--- src/rtl/excess_3_to_bcd_if.sv ---
// Serial Excess-3 in / serial+parallel BCD out bus for excess_3_to_bcd.
// The master drives the serial code stream; the slave (the decoder) returns
// the decoded bit stream, the assembled digit and the error status.
interface excess_3_to_bcd_if #(
  parameter int ERR_CNT_W = 4
);
  logic                 B_in;
  logic                 B_en;
  logic                 B_out;
  logic                 B_out_vld;
  logic [3:0]           digit;
  logic                 digit_vld;
  logic                 code_err;
  logic [ERR_CNT_W-1:0] err_cnt;
  logic [1:0]           bit_idx;

  modport master (
    output B_in, B_en,
    input  B_out, B_out_vld, digit, digit_vld, code_err, err_cnt, bit_idx
  );

  modport slave (
    input  B_in, B_en,
    output B_out, B_out_vld, digit, digit_vld, code_err, err_cnt, bit_idx
  );
endinterface

--- src/rtl/excess_3_to_bcd.sv ---
// Bit-serial Excess-3 to BCD decoder.
// Subtracts 3 from each 4-bit word (LSB first) with a borrow-tracking Mealy
// machine, streams the result bits out one cycle later, and on the last bit
// of each word publishes the parallel digit, a legality flag and a saturating
// count of illegal words. ERR_CNT_W must match the bus interface parameter.
module excess_3_to_bcd #(
  parameter int ERR_CNT_W = 4
) (
  input  logic               clk,
  input  logic               reset_b,
  excess_3_to_bcd_if.slave   bus
);

  typedef enum logic [2:0] {
    S_B0,
    S_B1_NB,
    S_B1_B,
    S_B2_NB,
    S_B2_B,
    S_B3_NB,
    S_B3_B
  } state_t;

  state_t               r_state;
  logic                 r_bOut;
  logic                 r_bOutVld;
  logic [3:0]           r_digit;
  logic                 r_digitVld;
  logic                 r_codeErr;
  logic [ERR_CNT_W-1:0] r_errCnt;
  logic [1:0]           r_bitIdx;
  logic [2:0]           r_outBits;
  logic [2:0]           r_codeBits;

  state_t               w_nextState;
  logic                 w_outBit;
  logic                 w_lastBit;
  logic [3:0]           w_digit;
  logic [3:0]           w_code;
  logic                 w_illegal;

  // Mealy output bit and next state: subtract the constant 0011 one bit at a time
  always_comb begin
    w_nextState = S_B0;
    w_outBit    = 1'b0;
    w_lastBit   = 1'b0;
    case (r_state)
      S_B0: begin
        w_outBit    = ~bus.B_in;
        w_nextState = bus.B_in ? S_B1_NB : S_B1_B;
      end
      S_B1_NB: begin
        w_outBit    = ~bus.B_in;
        w_nextState = bus.B_in ? S_B2_NB : S_B2_B;
      end
      S_B1_B: begin
        w_outBit    = bus.B_in;
        w_nextState = S_B2_B;
      end
      S_B2_NB: begin
        w_outBit    = bus.B_in;
        w_nextState = S_B3_NB;
      end
      S_B2_B: begin
        w_outBit    = ~bus.B_in;
        w_nextState = bus.B_in ? S_B3_NB : S_B3_B;
      end
      S_B3_NB: begin
        w_outBit    = bus.B_in;
        w_lastBit   = 1'b1;
        w_nextState = S_B0;
      end
      S_B3_B: begin
        w_outBit    = ~bus.B_in;
        w_lastBit   = 1'b1;
        w_nextState = S_B0;
      end
      default: begin
        w_outBit    = 1'b0;
        w_nextState = S_B0;
      end
    endcase
  end

  assign w_digit   = {w_outBit, r_outBits};
  assign w_code    = {bus.B_in, r_codeBits};
  assign w_illegal = (w_code < 4'd3) || (w_code > 4'd12);

  // State machine with registered outputs; strobes default low, reset wins over B_en
  always_ff @(posedge clk) begin
    if (!reset_b) begin
      r_state    <= S_B0;
      r_bOut     <= 1'b0;
      r_bOutVld  <= 1'b0;
      r_digit    <= 4'd0;
      r_digitVld <= 1'b0;
      r_codeErr  <= 1'b0;
      r_errCnt   <= '0;
      r_bitIdx   <= 2'd0;
      r_outBits  <= 3'd0;
      r_codeBits <= 3'd0;
    end else begin
      r_bOutVld  <= 1'b0;
      r_digitVld <= 1'b0;
      if (bus.B_en) begin
        r_state    <= w_nextState;
        r_bOut     <= w_outBit;
        r_bOutVld  <= 1'b1;
        r_bitIdx   <= r_bitIdx + 2'd1;
        r_outBits  <= {w_outBit, r_outBits[2:1]};
        r_codeBits <= {bus.B_in, r_codeBits[2:1]};
        if (w_lastBit) begin
          r_digit    <= w_digit;
          r_digitVld <= 1'b1;
          r_codeErr  <= w_illegal;
          if (w_illegal && (r_errCnt != {ERR_CNT_W{1'b1}})) begin
            r_errCnt <= r_errCnt + 1'b1;
          end
        end
      end
    end
  end

  assign bus.B_out     = r_bOut;
  assign bus.B_out_vld = r_bOutVld;
  assign bus.digit     = r_digit;
  assign bus.digit_vld = r_digitVld;
  assign bus.code_err  = r_codeErr;
  assign bus.err_cnt   = r_errCnt;
  assign bus.bit_idx   = r_bitIdx;

endmodule

--- src/flat_wrapper.sv ---
// flat-port wrapper written by rule: the top's interface ports become plain ports
module excess_3_to_bcd_flat 
#(
  parameter int ERR_CNT_W = 4
)
  (clk, reset_b, bus_B_in, bus_B_en, bus_B_out, bus_B_out_vld, bus_digit, bus_digit_vld, bus_code_err, bus_err_cnt, bus_bit_idx);
  excess_3_to_bcd_if #(.ERR_CNT_W(ERR_CNT_W)) bus_i ();
  input  logic clk;
  input  logic reset_b;
  input wire logic [$bits(bus_i.B_in)-1:0] bus_B_in;
  input wire logic [$bits(bus_i.B_en)-1:0] bus_B_en;
  output wire logic [$bits(bus_i.B_out)-1:0] bus_B_out;
  output wire logic [$bits(bus_i.B_out_vld)-1:0] bus_B_out_vld;
  output wire logic [$bits(bus_i.digit)-1:0] bus_digit;
  output wire logic [$bits(bus_i.digit_vld)-1:0] bus_digit_vld;
  output wire logic [$bits(bus_i.code_err)-1:0] bus_code_err;
  output wire logic [$bits(bus_i.err_cnt)-1:0] bus_err_cnt;
  output wire logic [$bits(bus_i.bit_idx)-1:0] bus_bit_idx;
  assign bus_i.B_in = bus_B_in;
  assign bus_i.B_en = bus_B_en;
  assign bus_B_out = bus_i.B_out;
  assign bus_B_out_vld = bus_i.B_out_vld;
  assign bus_digit = bus_i.digit;
  assign bus_digit_vld = bus_i.digit_vld;
  assign bus_code_err = bus_i.code_err;
  assign bus_err_cnt = bus_i.err_cnt;
  assign bus_bit_idx = bus_i.bit_idx;
  excess_3_to_bcd #(.ERR_CNT_W(ERR_CNT_W)) u_core (.clk(clk), .reset_b(reset_b), .bus(bus_i));
endmodule
--- config.mk ---
export PLATFORM = sky130hd
export DESIGN_NAME = excess_3_to_bcd_flat
export DESIGN_NICKNAME = d
export VERILOG_FILES = /design/src/rtl/excess_3_to_bcd_if.sv /design/src/rtl/excess_3_to_bcd.sv /design/src/flat_wrapper.sv
export SDC_FILE = /design/constraint.sdc
export NUM_CORES = 1
export LEC_CHECK = 0
export ABC_AREA = 1
export BUFFER_PORTS_ARGS = -buffer_cell sky130_fd_sc_hd__buf_4
export CORE_ASPECT_RATIO = 0.5
export CORE_MARGIN = 8
export CORE_UTILIZATION = 30
export CTS_BUF_LIST = sky130_fd_sc_hd__clkbuf_4 sky130_fd_sc_hd__clkbuf_8
export DETAILED_ROUTE_END_ITERATION = 6
export PLACE_DENSITY_LB_ADDON = 0.1
export REMOVE_ABC_BUFFERS = 1
export SYNTH_ARGS = -nofsm -noshare
export SYNTH_HDL_FRONTEND = slang
export SYNTH_SLANG_ARGS = --single-unit
--- constraint.sdc ---
create_clock -name clk -period 1.1 [get_ports clk]
set_clock_uncertainty 0.05 [all_clocks]
set_input_delay 0.11 -clock clk [delete_from_list [all_inputs] [get_ports clk]]
set_output_delay 0.11 -clock clk [all_outputs]
set_load 0.05 [all_outputs]
Word-level counts from Yosys, hierarchy flattened

Cells that the tools add are included.

Logic and storage cells: 39
Bits of input ports: 4
Register bits: 23

Bitwise gates (word level): 1
Order comparisons: 2
Eq/ne operators: 7
Muxes and demuxes: 8
Reduce and logical (&&, ||, !) cells: 9
$add $sub $neg: 2

Operators by type and width:

| cell                                                | count |
|---|---|
| case mux 3 bit (5 select lines)                     | 1 |
| == test 3 bit (second input constant)               | 3 |
| == test 3 x 2 -> 1 bit (second input constant)      | 2 |
| adder 4 x 1 -> 4 bit (second input constant)        | 1 |
| > comparator 4 bit (second input constant)          | 1 |
| < comparator 4 x 2 -> 1 bit (second input constant) | 1 |
| 2-to-1 mux 2 bit                                    | 2 |
| inequality test 4 bit (second input constant)       | 1 |
| AND reduction 2 bit                                 | 2 |
| OR reduction 4 bit                                  | 1 |
| == test 3 x 1 -> 1 bit (second input constant)      | 1 |
| logical NOT 3 bit                                   | 1 |
| 2-to-1 mux 1 bit                                    | 3 |
| 2-to-1 mux 3 bit                                    | 1 |
| AND reduction 3 bit                                 | 1 |
| OR reduction 3 bit                                  | 1 |
| adder 2 x 1 -> 2 bit (second input constant)        | 1 |
| case mux 1 bit (2 select lines)                     | 1 |
| OR reduction 2 bit                                  | 1 |
| logical AND 1 bit                                   | 1 |
| logical OR 1 bit                                    | 1 |
| NOT 1 bit                                           | 1 |

Longest topological paths before layout

Depth in word-level cells: 4
Depth in mapped cells: 8
Gate-level depth less buffers: 8

Worst setup path before layout

No wires, ideal clock.

Path kind: register -> register
From: register u_core.r_errCnt[1] (netlist: u_core.bus.err_cnt[1])
To: register u_core.r_errCnt[3] (netlist: u_core.bus.err_cnt[3])
Arrival time: 1.431 ns
Buffers on the path: 0
Data required time: 0.980 ns
Cell stages (with the launch flop): 6
Path slack: -0.450 ns
Path through: dfxtp_1 -> ha_1 -> nand3_1 -> nand3_2 -> nand2_1 -> a21oi_1

Word-level cells in the longest chain between the ends: 3
Elaborated cells on any way between the ends: 4

Ends and longest elaborated chain:

| item                                                         | line                   | RTL |
|---|---|---|
| start: declaration                                           | excess_3_to_bcd.sv:30  | `logic [ERR_CNT_W-1:0] r_errCnt;` |
| start signal: assignment                                     | excess_3_to_bcd.sv:117 | `r_errCnt <= r_errCnt + 1'b1;` |
| branches (longest 3 deep; another with adder 4 x 1 -> 4 bit) | -                      |  |

Parallel ways; which one is timed is not known.
A chain may end at the register's enable or synchronous reset.

Worst setup path after layout

From: register u_core.r_state[1]
To: register u_core.r_errCnt[2] (netlist: u_core.bus.err_cnt[2])

Word-level cells in the longest chain between the ends: 4
Elaborated cells on any way between the ends: 5

Ends and longest elaborated chain:

| item                            | line                   | RTL |
|---|---|---|
| start: declaration              | excess_3_to_bcd.sv:24  | `state_t r_state;` |
| start signal: assignment        | excess_3_to_bcd.sv:106 | `r_state <= w_nextState;` |
| == test 3 bit                   | excess_3_to_bcd.sv:47  | `case (r_state)` |
| OR reduction 2 bit (no line) *  | -                      |  |
| 2-to-1 mux 1 bit *              | excess_3_to_bcd.sv:47  |  |
| AND reduction 3 bit (no line) * | -                      |  |

Every way passes the cells marked *; elsewhere a longest branch is shown, timed or not.

==> results.tsv <==
metric	value	unit
outcome	complete, but fails checks	
violations	negative setup slack	
die_area	5184	um2
num_vias	873	
path_cells	o21ai_4, nor2_4, buf_6, nand4_1, a21oi_1	
syn_inst	123	
drive_above_1_share	0.3312	
grt_max_degree	19	
worst_slack	-0.03261	ns
numCtsBuffers	3	
maxSlewViolCount	0	
cp_data_required_time	1.24	ns
rows	14	
placed_cell_area	1172	um2
gp_congestion	0.7140	
grt_first_pass_wirelength	3726	um
die_height	55.07	um
crit_family	flip-flops	
syn_area	915.9	um2
cts_sinks	22	
multiInputGateArea	457.9	um2
synth_top_cells_by_area	dfxtp_1 48%, nand2_1 11%, o21ai_0 9.3%, a21oi_1 7.1%, nor2_1 6.1%	
clk_latency	0.26	ns
regArea	452.9	um2
post_synth.cell_area_avg	7.446	um2
yosysUniqueCellTypes	18	
drt_iter0_drc	25	
ys_warn_count	0	
io_buffers	17	
hold_viol_final	0	
final_cell_count_no_fill	194	
crit_fanout	6	
synth.top_cell.area_share	0.4809	
rsz0062_at_grt	yes	
cts_root_buffer	clkbuf_8	
dr.pass1.iters	4	
grt_pass1_vias	872	
ioPinCount	18	
overflow	0	
fmax	882.9	MHz
post_drt_wl_per_cell	11.22	um
synth-seq-area-share	0.4809	
core	2960	um2
syn2layout_area_growth	43.03	%
start_kind	flop	
crit_path_max_incr_delay	0.40	ns
setup.worst_path.class	flop to flop	
total_leakage_power	0.6091	nW
drc	0	
synth_top_area_cell	dfxtp_1	
grt_util_all_layers	0.09431	
relSlewSlack	0.8512	
drv_cap	0	
vias_per_cell	4.500	
postCtsHoldBufs	0	
finalCriticalPeriod	1.133	ns
fillers	317	
r2r_setup_slack	-0.03	ns
start_util	0.3094	
die_w	94.14	um
dp.cells	190	
power_density	1229	nW/um2
hold_path_class	primary input to flop	
synth.ff_latch_count	22	
drtAntennaViolNets	0	
wl	2177	um
endpoint_kind	flop	
timing.critical_path.buf_inv	1	
final_nets	161	
crit_slowest_cell	dfxtp_4	
ir_drop	0.5326	mV
worstPathArrival	1.27	ns
cts_buffer_depth	2	
cts_tree	yes	
clkTransAtPathRegs	0.08	ns
antenna_cells	0	
worstMarginPinSlew	0.2229	ns
design_area	1310	um2
antenna_found_initial	0	
report.final.setup_viol	8	
fin_crit_sh	1.030	
hpwl	1570	um
htreeDepth	1	
stage by stage:
step / hold WS, ns / setup TNS, ns / utilization / setup WS, ns / total power [mW]
after floorplan: 0.1494 / -1.911 / - / -0.4503 / 1.012
after global placement: 0.3003 / -0.4943 / 0.3960 / -0.07953 / 1.114
after detailed placement: 0.2988 / -0.7702 / 0.3960 / -0.1157 / 1.116
after CTS: 0.02153 / -0.05895 / 0.4269 / -0.02027 / 1.625
after global routing: 0.04438 / -0.9609 / 0.4425 / -0.1109 / 1.714
final: 0.04228 / -0.1382 / 0.4425 / -0.03261 / 1.610
layer usage:
layer | GRT usage | vias to the layer above | wire, um
li1 | - | 464 | -
met1 | 0.1029 | 389 | 1023
met2 | 0.1648 | 18 | 1011
met3 | 0.03903 | 2 | 115
met4 | 0.03896 | 0 | 27
met5 | 0 | - | 0
logic make-up (layout without fill, tap and decap cells):
group / Yosys count / in the layout / share of synthesized area
adder cells (fa/ha/maj): 1 / 1 / 0.01366
AO/OA/AOI/OAI: 33 / 33 / 0.1899
buffers and inverters: 17 / 48 / 0.08197
flip-flops: 22 / 22 / 0.4809
AND/OR/NAND/NOR: 49 / 49 / 0.2240
XOR/XNOR: 1 / 1 / 0.009565
cells in the mapped netlist:
cell and count:
nand3_2 1, inv_2 1, buf_4 1, o21ai_2 1, nor2_1 15, dfxtp_1 22
o21ai_0 17, nand3_1 2, o211ai_1 2, nor2_2 1, a21oi_1 13, buf_6 1
nand2_1 26, xor2_1 1, nand4_1 4, inv_1 12, clkbuf_1 2, ha_1 1
what timing repair did:
action / in CTS / in global routing
pin swaps: 6 / 1
resized for setup: 16 / 11
setup buffers: 1 / 0
setup endpoints to repair: 10 / 16
final cells by class:
| cell class | instances | area share |
|---|---|---|
| clock buffer | 3 | 0.03152 |
| inverter | 13 | 0.03725 |
| multi-input combinational | 84 | 0.3496 |
| sequential | 22 | 0.3457 |
| tap | 40 | 0.03820 |
| timing repair buffer | 32 | 0.1977 |
placed cells by master (no fill, tap or decap):
master     n
nor2_4     1
o211ai_1   2
dfxtp_2    4
buf_6      3
buf_4     28
nand2_1   24
o21ai_1    1
buf_8      1
dfxtp_4    2
ha_2       1
xor2_1     1
a21oi_2    1
nand4_1    4
a21oi_1   12
nor2_1    15
nand3_1    1
o21ai_4    1
nand2_4    2
dfxtp_1   16
clkbuf_8   3
o21ai_0   15
o21ai_2    1
inv_1     12
nand3_4    2
inv_2      1
power by group:
| part | total, mW | internal, mW | switching, mW |
|---|---|---|---|
| clock | 0.488 | 0.244 | 0.244 |
| combinational | 0.253 | 0.0963 | 0.156 |
| sequential | 0.869 | 0.834 | 0.0352 |
| total | 1.61 | 1.17 | 0.436 |
registers in the layout, summed over array words and instances (netlist names):
name / cells
u_core.r_outBits: 3
u_core.bus.B_out_vld: 1
u_core.bus.err_cnt: 4
u_core.bus.bit_idx: 2
u_core.bus.digit: 4
u_core.r_state: 3
u_core.r_codeBits: 3
u_core.bus.code_err: 1
u_core.bus.digit_vld: 1
worst reg2reg max path: cells and delay by family (launching register included):
family                 cells  cell delay (ns)
AO/OA/AOI/OAI              2             0.20
flip-flops                 1             0.40
AND/OR/NAND/NOR            2             0.28
buffers and inverters      1             0.14
worst paths after layout:
| kind | start | end | cells past startpoint |
|---|---|---|---|
| worst max register to register | u_core.r_state[1]$_SDFFE_PN0P_ | u_core.bus.err_cnt[2]$_SDFFE_PN0P_ | 5 |
| worst min-delay path | bus_B_en | u_core.r_codeBits[2]$_SDFFE_PN0P_ | 2 |
| worst min register to register | u_core.bus.bit_idx[1]$_SDFFE_PN0P_ | u_core.bus.bit_idx[1]$_SDFFE_PN0P_ | 1 |
| worst max-delay path | u_core.r_state[1]$_SDFFE_PN0P_ | u_core.bus.err_cnt[2]$_SDFFE_PN0P_ | 5 |
(Power assumes the default switching activity.)
